`config.mk`:
```
export PLATFORM = sky130hd
export DESIGN_NAME = regfile_wb_arbiter_flat
export DESIGN_NICKNAME = d
export VERILOG_FILES = /design/src/rtl/regfile_wb_arbiter_if.sv /design/src/rtl/regfile_wb_arbiter.sv /design/src/flat_wrapper.sv
export SDC_FILE = /design/constraint.sdc
export NUM_CORES = 1
export LEC_CHECK = 0
export BUFFER_PORTS_ARGS = -buffer_cell sky130_fd_sc_hd__buf_4
export CORE_MARGIN = 10
export CORE_UTILIZATION = 49
export DETAILED_ROUTE_END_ITERATION = 8
export PLACE_DENSITY_LB_ADDON = 0.1
export SYNTH_ARGS = -nofsm -noshare
export SYNTH_HDL_FRONTEND = slang
export SYNTH_SLANG_ARGS = --single-unit
```
`constraint.sdc`:
```
create_clock -name clk -period 4.4 [get_ports clk]
set_clock_uncertainty 0.1 [all_clocks]
set_input_delay 0.44 -clock clk [delete_from_list [all_inputs] [get_ports clk]]
set_output_delay 0.44 -clock clk [all_outputs]
set_load 0.01 [all_outputs]
```
`src/rtl/regfile_wb_arbiter_if.sv`:
```
// Writeback bus between the two result sources, the issue stage and the register-file write port.
// The master side is the pipeline (sources and issue); the slave side is the arbiter.
interface regfile_wb_arbiter_if #(
    parameter int ADDR_WIDTH = 5,
    parameter int DATA_WIDTH = 32
);
    // Handshake rule: a port transfers in a cycle exactly when its valid and ready
    // are both 1 at the rising edge; ready never depends on that port's own valid.
    logic                         a_valid;
    logic                         a_ready;
    logic [ADDR_WIDTH-1:0]        a_rd;
    logic [DATA_WIDTH-1:0]        a_data;
    logic                         b_valid;
    logic                         b_ready;
    logic [ADDR_WIDTH-1:0]        b_rd;
    logic [DATA_WIDTH-1:0]        b_data;
    logic                         iss_valid;
    logic [ADDR_WIDTH-1:0]        iss_rd;
    logic                         we;
    logic [ADDR_WIDTH-1:0]        waddr;
    logic [DATA_WIDTH-1:0]        wdata;
    logic [(1<<ADDR_WIDTH)-1:0]   busy;
    logic                         prio_b;

    modport master (
        output a_valid, a_rd, a_data, b_valid, b_rd, b_data, iss_valid, iss_rd,
        input  a_ready, b_ready, we, waddr, wdata, busy, prio_b
    );

    modport slave (
        input  a_valid, a_rd, a_data, b_valid, b_rd, b_data, iss_valid, iss_rd,
        output a_ready, b_ready, we, waddr, wdata, busy, prio_b
    );
endinterface

```
`src/rtl/regfile_wb_arbiter.sv`:
```
// Shares the register file's single write port between ALU (A) and load (B) writebacks,
// with a starvation guard for B and a per-register busy scoreboard for issue stalls.
module regfile_wb_arbiter #(
    parameter int ADDR_WIDTH = 5,
    parameter int DATA_WIDTH = 32,
    parameter int STARVE_MAX = 3
) (
    input  logic                clk,
    input  logic                rst_n,
    regfile_wb_arbiter_if.slave bus
);
    localparam int NREG = 1 << ADDR_WIDTH;
    localparam int CW   = (STARVE_MAX < 1) ? 1 : $clog2(STARVE_MAX + 1);
    localparam logic [CW-1:0] STARVE_LIM = CW'(STARVE_MAX);

    typedef enum logic {
        PRIO_A = 1'b0,
        PRIO_B = 1'b1
    } state_t;

    state_t                state_q, state_d;
    logic [CW-1:0]         starve_q, starve_d;
    logic [CW-1:0]         starve_inc;
    logic                  we_q, we_d;
    logic [ADDR_WIDTH-1:0] waddr_q, waddr_d;
    logic [DATA_WIDTH-1:0] wdata_q, wdata_d;
    logic [NREG-1:0]       busy_q, busy_d;
    logic                  a_ready_c, b_ready_c;
    logic                  a_xfer, b_xfer;

    // The favoured side is always ready; the other yields whenever the favoured one is valid.
    always_comb begin
        a_ready_c = 1'b1;
        b_ready_c = 1'b1;
        if (state_q == PRIO_A) begin
            b_ready_c = !bus.a_valid;
        end else begin
            a_ready_c = !bus.b_valid;
        end
    end

    assign a_xfer = bus.a_valid & a_ready_c;
    assign b_xfer = bus.b_valid & b_ready_c;

    always_comb begin
        state_d    = state_q;
        starve_d   = starve_q;
        starve_inc = starve_q + 1'b1;
        case (state_q)
            PRIO_A: begin
                if (b_xfer) begin
                    starve_d = '0;
                end else if (bus.b_valid) begin
                    if (starve_inc == STARVE_LIM) begin
                        state_d  = PRIO_B;
                        starve_d = '0;
                    end else begin
                        starve_d = starve_inc;
                    end
                end
            end
            PRIO_B: begin
                if (b_xfer) begin
                    starve_d = '0;
                end
                if (b_xfer || !bus.b_valid) begin
                    state_d = PRIO_A;
                end
            end
            default: state_d = PRIO_A;
        endcase
    end

    // Writes to x0 are accepted from the source but never reach the register file.
    always_comb begin
        we_d    = 1'b0;
        waddr_d = waddr_q;
        wdata_d = wdata_q;
        if (a_xfer && (bus.a_rd != '0)) begin
            we_d    = 1'b1;
            waddr_d = bus.a_rd;
            wdata_d = bus.a_data;
        end else if (b_xfer && (bus.b_rd != '0)) begin
            we_d    = 1'b1;
            waddr_d = bus.b_rd;
            wdata_d = bus.b_data;
        end
    end

    // Set after clear so an issue colliding with the committing write keeps the register busy.
    always_comb begin
        busy_d = busy_q;
        if (we_q) begin
            busy_d[waddr_q] = 1'b0;
        end
        if (bus.iss_valid && (bus.iss_rd != '0)) begin
            busy_d[bus.iss_rd] = 1'b1;
        end
        busy_d[0] = 1'b0;
    end

    always_ff @(posedge clk or negedge rst_n) begin
        if (!rst_n) begin
            state_q  <= PRIO_A;
            starve_q <= '0;
            we_q     <= 1'b0;
            waddr_q  <= '0;
            wdata_q  <= '0;
            busy_q   <= '0;
        end else begin
            state_q  <= state_d;
            starve_q <= starve_d;
            we_q     <= we_d;
            waddr_q  <= waddr_d;
            wdata_q  <= wdata_d;
            busy_q   <= busy_d;
        end
    end

    assign bus.a_ready = a_ready_c;
    assign bus.b_ready = b_ready_c;
    assign bus.we      = we_q;
    assign bus.waddr   = waddr_q;
    assign bus.wdata   = wdata_q;
    assign bus.busy    = busy_q;
    assign bus.prio_b  = (state_q == PRIO_B);
endmodule

```
`src/flat_wrapper.sv`:
```
// flat-port wrapper written by rule: the top's interface ports become plain ports
module regfile_wb_arbiter_flat 
#(
    parameter int ADDR_WIDTH = 5,
    parameter int DATA_WIDTH = 32,
    parameter int STARVE_MAX = 3
)
  (clk, rst_n, bus_a_valid, bus_a_rd, bus_a_data, bus_b_valid, bus_b_rd, bus_b_data, bus_iss_valid, bus_iss_rd, bus_a_ready, bus_b_ready, bus_we, bus_waddr, bus_wdata, bus_busy, bus_prio_b);
  regfile_wb_arbiter_if #(.ADDR_WIDTH(ADDR_WIDTH), .DATA_WIDTH(DATA_WIDTH)) bus_i ();
  input  logic clk;
  input  logic rst_n;
  input wire logic [$bits(bus_i.a_valid)-1:0] bus_a_valid;
  input wire logic [$bits(bus_i.a_rd)-1:0] bus_a_rd;
  input wire logic [$bits(bus_i.a_data)-1:0] bus_a_data;
  input wire logic [$bits(bus_i.b_valid)-1:0] bus_b_valid;
  input wire logic [$bits(bus_i.b_rd)-1:0] bus_b_rd;
  input wire logic [$bits(bus_i.b_data)-1:0] bus_b_data;
  input wire logic [$bits(bus_i.iss_valid)-1:0] bus_iss_valid;
  input wire logic [$bits(bus_i.iss_rd)-1:0] bus_iss_rd;
  output wire logic [$bits(bus_i.a_ready)-1:0] bus_a_ready;
  output wire logic [$bits(bus_i.b_ready)-1:0] bus_b_ready;
  output wire logic [$bits(bus_i.we)-1:0] bus_we;
  output wire logic [$bits(bus_i.waddr)-1:0] bus_waddr;
  output wire logic [$bits(bus_i.wdata)-1:0] bus_wdata;
  output wire logic [$bits(bus_i.busy)-1:0] bus_busy;
  output wire logic [$bits(bus_i.prio_b)-1:0] bus_prio_b;
  assign bus_i.a_valid = bus_a_valid;
  assign bus_i.a_rd = bus_a_rd;
  assign bus_i.a_data = bus_a_data;
  assign bus_i.b_valid = bus_b_valid;
  assign bus_i.b_rd = bus_b_rd;
  assign bus_i.b_data = bus_b_data;
  assign bus_i.iss_valid = bus_iss_valid;
  assign bus_i.iss_rd = bus_iss_rd;
  assign bus_a_ready = bus_i.a_ready;
  assign bus_b_ready = bus_i.b_ready;
  assign bus_we = bus_i.we;
  assign bus_waddr = bus_i.waddr;
  assign bus_wdata = bus_i.wdata;
  assign bus_busy = bus_i.busy;
  assign bus_prio_b = bus_i.prio_b;
  regfile_wb_arbiter #(.ADDR_WIDTH(ADDR_WIDTH), .DATA_WIDTH(DATA_WIDTH), .STARVE_MAX(STARVE_MAX)) u_core (.clk(clk), .rst_n(rst_n), .bus(bus_i));
endmodule
```
==> summary.md, run 1 <==
| Metric | Value |
|---|---|
| Total GRT Usage | `19.5%` |
| Max Root-Sink Buffers | `2` |
| Drt drc | `0` |
| Total gr overflow | `0` |
| Leak Pwr | `2.14 nW` |
| Ant. Diodes | `0` |
| Routed len/inst | `17.9 µm` |
| Fin worst setup slack | `2.04 ns` |
| Clk sinks | `72` |
| Number of synthesized flops with an enable pin | `0` |
| Psw | `0.699 mW` |
| CP Cell Sequence | `buf_4, or4_1, o21ai_4, buf_4, nor2_1, a31oi_1` |
| HP Class | `in -> async` |
| Terminus of the critical flop-to-flop path | `u_core.bus.wdata[2]$_DFFE_PN0P_` |
| Port Buffers | `155` |
| Drt first pass iters | `5` |
| Most numerous cell in the Yosys netlist | `nand2_1` |
| Initial DRC count | `125` |
| Worst R2R Path Depth | `4` |
| Final Non-Filler Cells | `573` |
| Combinational group share of total power | `29.9%` |
| I/O pins | `157` |
| Detailed Route WL | `10300 µm` |
| Slew @ Worst Pin | `1.03 ns` |
| Setup-failing EPs final | `0` |
| Switching part of the total | `31.1%` |
| Commonest cells post-synth | `nand2_1 (75), dfrtp_1 (72), o21ai_0 (65)` |
| Filler cells | `497` |
| Worst EP arrival | `2.52 ns` |
| Layout net count | `575` |
| Startpoint types | `primary input` |
| Vias in the first global route | `3285` |
| Worst VDD drop | `0.000353 V` |
| Share of flip-flops with an asynchronous set or reset | `100%` |
| Final Max Slew Viols | `0` |
| Hold Vio Cnt, Final | `0` |
| Die ar. | `10200 µm²` |
| Cell Pwr Density | `488 nW/µm²` |
| Row cnt | `29` |
| Antenna violations before repair | `0` |
| Slew margin rel. | `30.9%` |
| Post-synth top area share | `56.2%` |
| Final TNS setup | `0 ns` |
| Seq pwr share | `41.6%` |
| CP Buf/Inv Count | `2` |
| Status | `complete, no violations` |
| P&R area growth vs syn | `43.6%` |
| H-tree depth | `3` |
| Multi-input logic area | `1290 µm²` |
| MaxCap Viol Count | `0` |
| Top post-synthesis cells by area | `dfrtp_1 (56%), o21ai_0 (10%), nand2_1 (8.8%)` |
| Number of buffers created by CTS | `9` |
| Largest net degree at the start of global routing | `73` |
| Seq/Total Area, Yosys | `56.2%` |
| #FFs+latches synth | `72` |
| Fmax achieved | `424 MHz` |
| # Post-CTS Setup Buffers | `0` |
| Crit path kind | `in -> reg` |
| CP Capture Type | `flip-flop` |
| Period utilization | `53.6%` |
| CORE AREA | `6350 µm²` |
| Die X | `101 µm` |
| Internal | `1.55 mW` |
| # placed instances | `557` |
| Post-Syn Area | `3210 µm²` |
| Post-layout min period | `2.36 ns` |
| Syn_nets | `427` |
| Hpwl dp | `7680 µm` |
| CTS tree | `built` |
| Hold_buf cts | `0` |
| Initial Util | `50.5%` |
| Via count | `3181` |
| First-pass GRT wire length | `16200 µm` |
| RSZ-0062 raised after global routing | `no` |
| Die H | `101 µm` |
| CP top delay family | `compound AO/OA/AOI/OAI gates` |
| CP peak stage delay | `0.70 ns` |
| Syn Area/Cell | `9.35 µm²` |
| Cell variety after synth | `29` |
| Slowest cell on crit path | `o21ai_4` |
| Reg area | `1800 µm²` |
| Post-synth top area cell | `dfrtp_1` |
| # resized after CTS | `0` |
| Ys flop type | `dfrtp_1` |
| Data required, critical path | `4.56 ns` |
| Share of layout cells above drive strength 1 | `36.9%` |
| Root buffer cell | `clkbuf_8` |
| Most frequent cell on the critical path | `buf_4` |
| Setup WS pre-CTS | `1.68 ns` |
| Via density | `5.55` |
| R2r setup slk | `2.23 ns` |
| Critical path fanouts, max | `38` |
| Remaining antenna violation count | `0` |
| Total power draw | `2.25 mW` |
| Clock share of power | `28.5%` |
| Routability congestion estimate | `0.780` |
| Synth Warn # | `0` |
| Syn Inst Count | `343` |
| Clk slew on worst S/H paths | `0.09 ns` |
| FF-to-FF Start | `u_core.bus.prio_b$_DFF_PN0_` |
| Clk_lat worst skew | `0.35 ns` |
==> routing by layer <==
layer,global-route usage (%),share of wire [%],vias up
met5,0,0,-
li1,-,-,1501
met2,31.0,49,140
met4,6.00,0.93,0
met3,9.53,12,9
met1,22.6,38,1531
==> per-stage QoR <==
step                      cell area (µm²)  hold slack [ns]  util, %
final                                4610           0.0978     72.6
after global routing                 4610            0.184     72.6
after CTS                            4610            0.142     72.6
after detailed placement             4370            0.387     68.7
after global placement               4370            0.367     68.7
after floorplan                      3210           0.0444        -
==> area by class of cell <==
type	count	share of cell area, %
tap	77	2.09
sequential	72	39.1
multi-input combinational	251	28.0
clock buffer	9	2.69
inverter	1	0.0815
clock inverter	7	2.58
timing repair buffer	156	25.4
==> worst register-to-register path: cells and delay by family, from the launching register on <==
family          cells  cell delay (ns)
compound gates      2             1.08
simple gates        2             0.48
flops               1             0.43
==> power by group through the flow <==
| stage | Clock (mW) | Combinational (mW) | Sequential [mW] |
|---|---|---|---|
| after global routing | 0.672 | 0.742 | 0.958 |
| after CTS | 0.643 | 0.686 | 0.936 |
| after floorplan | 0 | 0.202 | 1.01 |
| after global placement | 0 | 0.665 | 0.947 |
| after detailed placement | 0 | 0.684 | 0.948 |
| final | 0.642 | 0.674 | 0.936 |
==> state kept, by name (all words and copies together) (netlist names) <==
register           flops
u_core.bus.waddr       5
u_core.bus.we          1
u_core.bus.prio_b      1
u_core.starve_q        2
u_core.bus.wdata      32
u_core.bus.busy       31
==> cells by family (layout without fill, tap and decap cells) <==
| family | Yosys count | in the layout | synth area share (%) |
|---|---|---|---|
| other cells | 1 | 1 | 0.117 |
| buf+inv | 20 | 173 | 3.78 |
| compound gates | 107 | 107 | 19.6 |
| flops | 72 | 72 | 56.2 |
| mux | 2 | 2 | 0.819 |
| simple gates | 141 | 141 | 19.5 |
==> cells in the final DEF (no fill, tap or decap) <==
cell type,Yosys,layout
a21boi_2,1,1
a22o_1,2,2
a2bb2oi_1,3,3
a31oi_1,32,32
buf_4,5,156
bufinv_16,0,3
clkbuf_8,0,9
clkinv_2,0,1
clkinvlp_4,0,2
conb_1,1,1
dfrtp_1,72,72
inv_1,1,1
inv_6,0,1
mux2_2,1,1
mux2_4,1,1
nand2_1,75,75
nand2_4,1,1
nand2b_1,1,1
nand3_1,7,7
nand3b_1,10,10
nor2_1,36,36
nor3_1,3,3
o211a_1,1,1
o211ai_4,1,1
o21ai_0,65,65
o21ai_4,0,1
o41ai_1,1,1
or3_1,2,2
or3b_2,4,4
or4_1,1,1
or4_4,1,1
==> worst max path at each step <==
stage | start | end | cells past startpoint | slack, ns
after floorplan | bus_b_rd[2] | u_core.bus.waddr[4]$_DFFE_PN0P_ | 4 | 2.49
after global placement | bus_a_rd[1] | u_core.bus.wdata[20]$_DFFE_PN0P_ | 6 | 1.73
after detailed placement | bus_a_rd[1] | u_core.bus.wdata[15]$_DFFE_PN0P_ | 6 | 1.68
after CTS | bus_a_rd[1] | u_core.bus.wdata[29]$_DFFE_PN0P_ | 6 | 2.05
after global routing | bus_a_rd[1] | u_core.bus.wdata[15]$_DFFE_PN0P_ | 6 | 1.88
final | bus_a_rd[1] | u_core.bus.wdata[15]$_DFFE_PN0P_ | 6 | 2.04
No activity file was read; power rests on OpenSTA's default activity.
==> inputs of run 2 (changes only) <==
--- a/config.mk
+++ b/config.mk
@@ -5,9 +5,10 @@
 export SDC_FILE = /design/constraint.sdc
 export NUM_CORES = 1
 export LEC_CHECK = 0
+export ABC_AREA = 1
 export BUFFER_PORTS_ARGS = -buffer_cell sky130_fd_sc_hd__buf_4
 export CORE_MARGIN = 10
-export CORE_UTILIZATION = 49
+export CORE_UTILIZATION = 43
 export DETAILED_ROUTE_END_ITERATION = 8
 export PLACE_DENSITY_LB_ADDON = 0.1
 export SYNTH_ARGS = -nofsm -noshare
==> constraint.sdc (replaced) <==
create_clock -name clk -period 2.01 [get_ports clk]
set_clock_uncertainty 0.1 [all_clocks]
set_input_delay 0.201 -clock clk [delete_from_list [all_inputs] [get_ports clk]]
set_output_delay 0.201 -clock clk [all_outputs]
set_load 0.01 [all_outputs]
==> summary.md, run 2 <==
| Metric | Value |
|---|---|
| Die H | `110 µm (+9.3%)` |
| Post-Syn Area | `3500 µm² (+9.2%)` |
| # placed instances | `681 (+22%)` |
| Post-synth top area cell | `dfrtp_1` |
| Most numerous cell in the Yosys netlist | `nand2_1` |
| Die X | `110 µm (+9.3%)` |
| Detailed Route WL | `11300 µm (+9.7%)` |
| Hold Vio Cnt, Final | `0 (unchanged)` |
| Routed len/inst | `16.2 µm (-9.9%)` |
| Clk slew on worst S/H paths | `0.07 ns (-0.02 ns)` |
| CP Buf/Inv Count | `3 (+1)` |
| Root buffer cell | `clkbuf_8` |
| CP Cell Sequence | `dlygate4sd3_1, buf_4, nand2_2, and2_4, nand2_2, nand2_1, buf_4, nand2_1, nand2_1` |
| Max reg flops | `32 (unchanged)` |
| Drt first pass iters | `4 (-1)` |
| Initial DRC count | `242 (+94%)` |
| MaxCap Viol Count | `0 (unchanged)` |
| HP Class | `in -> reg` |
| CORE AREA | `7850 µm² (+24%)` |
| Syn Area/Cell | `7.98 µm² (-15%)` |
| Share of flip-flops with an asynchronous set or reset | `100% (unchanged)` |
| Share of layout cells above drive strength 1 | `30.9% (-6.0 points)` |
| Post-layout min period | `1.80 ns` |
| Clk_lat worst skew | `0.33 ns (-0.02 ns)` |
| Initial Util | `44.7% (-5.9 points)` |
| Seq/Total Area, Yosys | `51.4% (-4.8 points)` |
| Critical path fanouts, max | `26 (-32%)` |
| I/O pins | `157 (unchanged)` |
| Fin worst setup slack | `0.207 ns (-1.84 ns)` |
| Final Max Slew Viols | `0 (unchanged)` |
| Number of synthesized flops with an enable pin | `0 (unchanged)` |
| Commonest non-fill, non-tap cell in the layout | `buf_4` |
| Fmax achieved | `555 MHz` |
| Commonest cells post-synth | `nand2_1 (157), nand3_1 (95), dfrtp_1 (72)` |
| Ant. Diodes | `0 (unchanged)` |
| Total GRT Usage | `18.1% (-1.4 points)` |
| P&R area growth vs syn | `40.5%` |
| Port Buffers | `155 (unchanged)` |
| Cell variety after synth | `19 (-34%)` |
| CP top delay family | `buffers and inverters` |
| #FFs+latches synth | `72 (unchanged)` |
| H-tree depth | `3 (unchanged)` |
| Final TNS setup | `0 ns (unchanged)` |
| Leak Pwr | `2.58 nW (+21%)` |
| Antenna violations before repair | `0 (unchanged)` |
| Layout net count | `676 (+18%)` |
| CP Capture Type | `flip-flop` |
| Row cnt | `32 (+10%)` |
| CTS tree | `built` |
| Slowest cell on crit path | `dlygate4sd3_1` |
| Status | `complete, no violations` |
| Total power draw | `4.80 mW (+110%)` |
| Syn Inst Count | `439 (+28%)` |
| Post-synth top area share | `51.4% (-4.8 points)` |
| Filler cells | `728 (+46%)` |
| Worst EP arrival | `1.98 ns (-0.54 ns)` |
| Vias in the first global route | `3555 (+8.2%)` |
| Ys flop type | `dfrtp_1` |
| Via density | `5.06 (-8.8%)` |
| First-pass GRT wire length | `17800 µm (+10%)` |
| Drt drc | `0 (unchanged)` |
| Top post-synthesis cells by area | `dfrtp_1 (51%), nand2_1 (17%), nand3_1 (14%)` |
| Clk sinks | `72 (unchanged)` |
| Final Non-Filler Cells | `698 (+22%)` |
| Hpwl dp | `8780 µm (+14%)` |
| Data required, critical path | `2.18 ns (-2.38 ns)` |
| Largest net degree at the start of global routing | `40 (-45%)` |
| Worst VDD drop | `0.000424 V (+20%)` |
| Most frequent cells in the layout | `buf_4 (162), nand2_1 (157), nand3_1 (95)` |
| Number of buffers created by CTS | `9 (unchanged)` |
| Startpoint types | `primary input` |
| CP peak stage delay | `0.55 ns (-0.15 ns)` |
| Remaining antenna violation count | `0 (unchanged)` |
| Total gr overflow | `0 (unchanged)` |
| Setup WS pre-CTS | `0.367 ns (-1.32 ns)` |
| RSZ-0062 raised after global routing | `no` |
| Setup-failing EPs final | `0 (unchanged)` |
| Max Root-Sink Buffers | `2 (unchanged)` |
| Most frequent cell on the critical path | `nand2_1` |
| Synth Warn # | `0 (unchanged)` |
| Cell Pwr Density | `974 nW/µm² (+99%)` |
| Crit path kind | `in -> reg` |
| Routability congestion estimate | `0.896 (+15%)` |
| Via count | `3534 (+11%)` |
| Die ar. | `12200 µm² (+19%)` |
| Period utilization | `89.7%` |
| Syn_nets | `523 (+22%)` |
[run 2: cell types whose count changed in the layout (fill, tap and decap cells not counted), sizes merged, moves of 4 or more]
cell and delta:
or3b -4, nand2 +83, inv +12, a31oi -32, nand3 +89, buf +8
nand3b -10, nor2 -30
[run 2: path summary, 6_finish.rpt]
path | start | to | slack (ns) | cells past startpoint
setup / recovery | bus_b_valid | u_core.bus.waddr[1]$_DFFE_PN0P_ | 0.21 | 9
hold / removal | bus_b_data[2] | u_core.bus.wdata[2]$_DFFE_PN0P_ | 0.05 | 5
setup reg to reg | u_core.bus.prio_b$_DFF_PN0_ | u_core.bus.waddr[1]$_DFFE_PN0P_ | 0.36 | 7
hold reg to reg | u_core.starve_q[0]$_DFFE_PN0P_ | u_core.bus.prio_b$_DFF_PN0_ | 0.39 | 1
max in group asynchronous | rst_n | u_core.bus.wdata[5]$_DFFE_PN0P_ | 0.99 | 3
min in group asynchronous | rst_n | u_core.bus.busy[10]$_DFF_PN0_ | 0.27 | 2
[run 2: worst register-to-register path: cells and delay by family, from the launching register on]
family	cells	cell delay, ns
DFF	1	0.40
buffers and inverters	1	0.29
and+or+nand+nor	6	0.79
[run 2: timing repair]
action                                  4_1_cts  5_1_grt
setup buffers                                 0        0
hold buffers                                  2        0
endpoints found under the setup margin        0        0
endpoints found under the hold margin        38        0
gates resized for setup                       0        0
[run 2: logic make-up after synthesis]
group / count (synthesis) / share of synthesized area [%]
compound gates: 66 / 9.57
buf+inv: 37 / 6.85
flops: 72 / 51.4
other cells: 1 / 0.107
simple gates: 263 / 32.1
[run 2: per-stage QoR]
stage / hold slack (ns) / util (%) / cell area, µm²
after floorplan: -0.195 / - / 3500
after global placement: 0.100 / 59.9 / 4700
after detailed placement: 0.0974 / 59.9 / 4700
after CTS: 0.0434 / 62.8 / 4920
after global routing: 0.0543 / 62.8 / 4920
final: 0.0509 / 62.8 / 4920
[run 2: power breakdown]
group | internal, mW | leakage, nW | switching, mW
Combinational | 0.782 | 1.63 | 0.785
Clock | 0.639 | 0.106 | 0.521
Sequential | 1.83 | 0.844 | 0.237
Total | 3.25 | 2.58 | 1.54
[run 2: per-layer routing]
metal	vias up	routed length, µm	global-route usage, %
li1	1767	-	-
met1	1623	4430	21.1
met2	128	5510	30.4
met3	16	1200	6.96
met4	0	144	5.23
met5	-	0	0
[run 2: cell type report]
cell class / count / area [µm²] / area share, %
timing repair buffer: 166 / 1280 / 25.9
inverter: 13 / 48.8 / 0.991
tap: 102 / 128 / 2.59
clock buffer: 11 / 151 / 3.07
sequential: 72 / 1800 / 36.6
multi-input combinational: 330 / 1470 / 29.8
clock inverter: 4 / 52.6 / 1.07
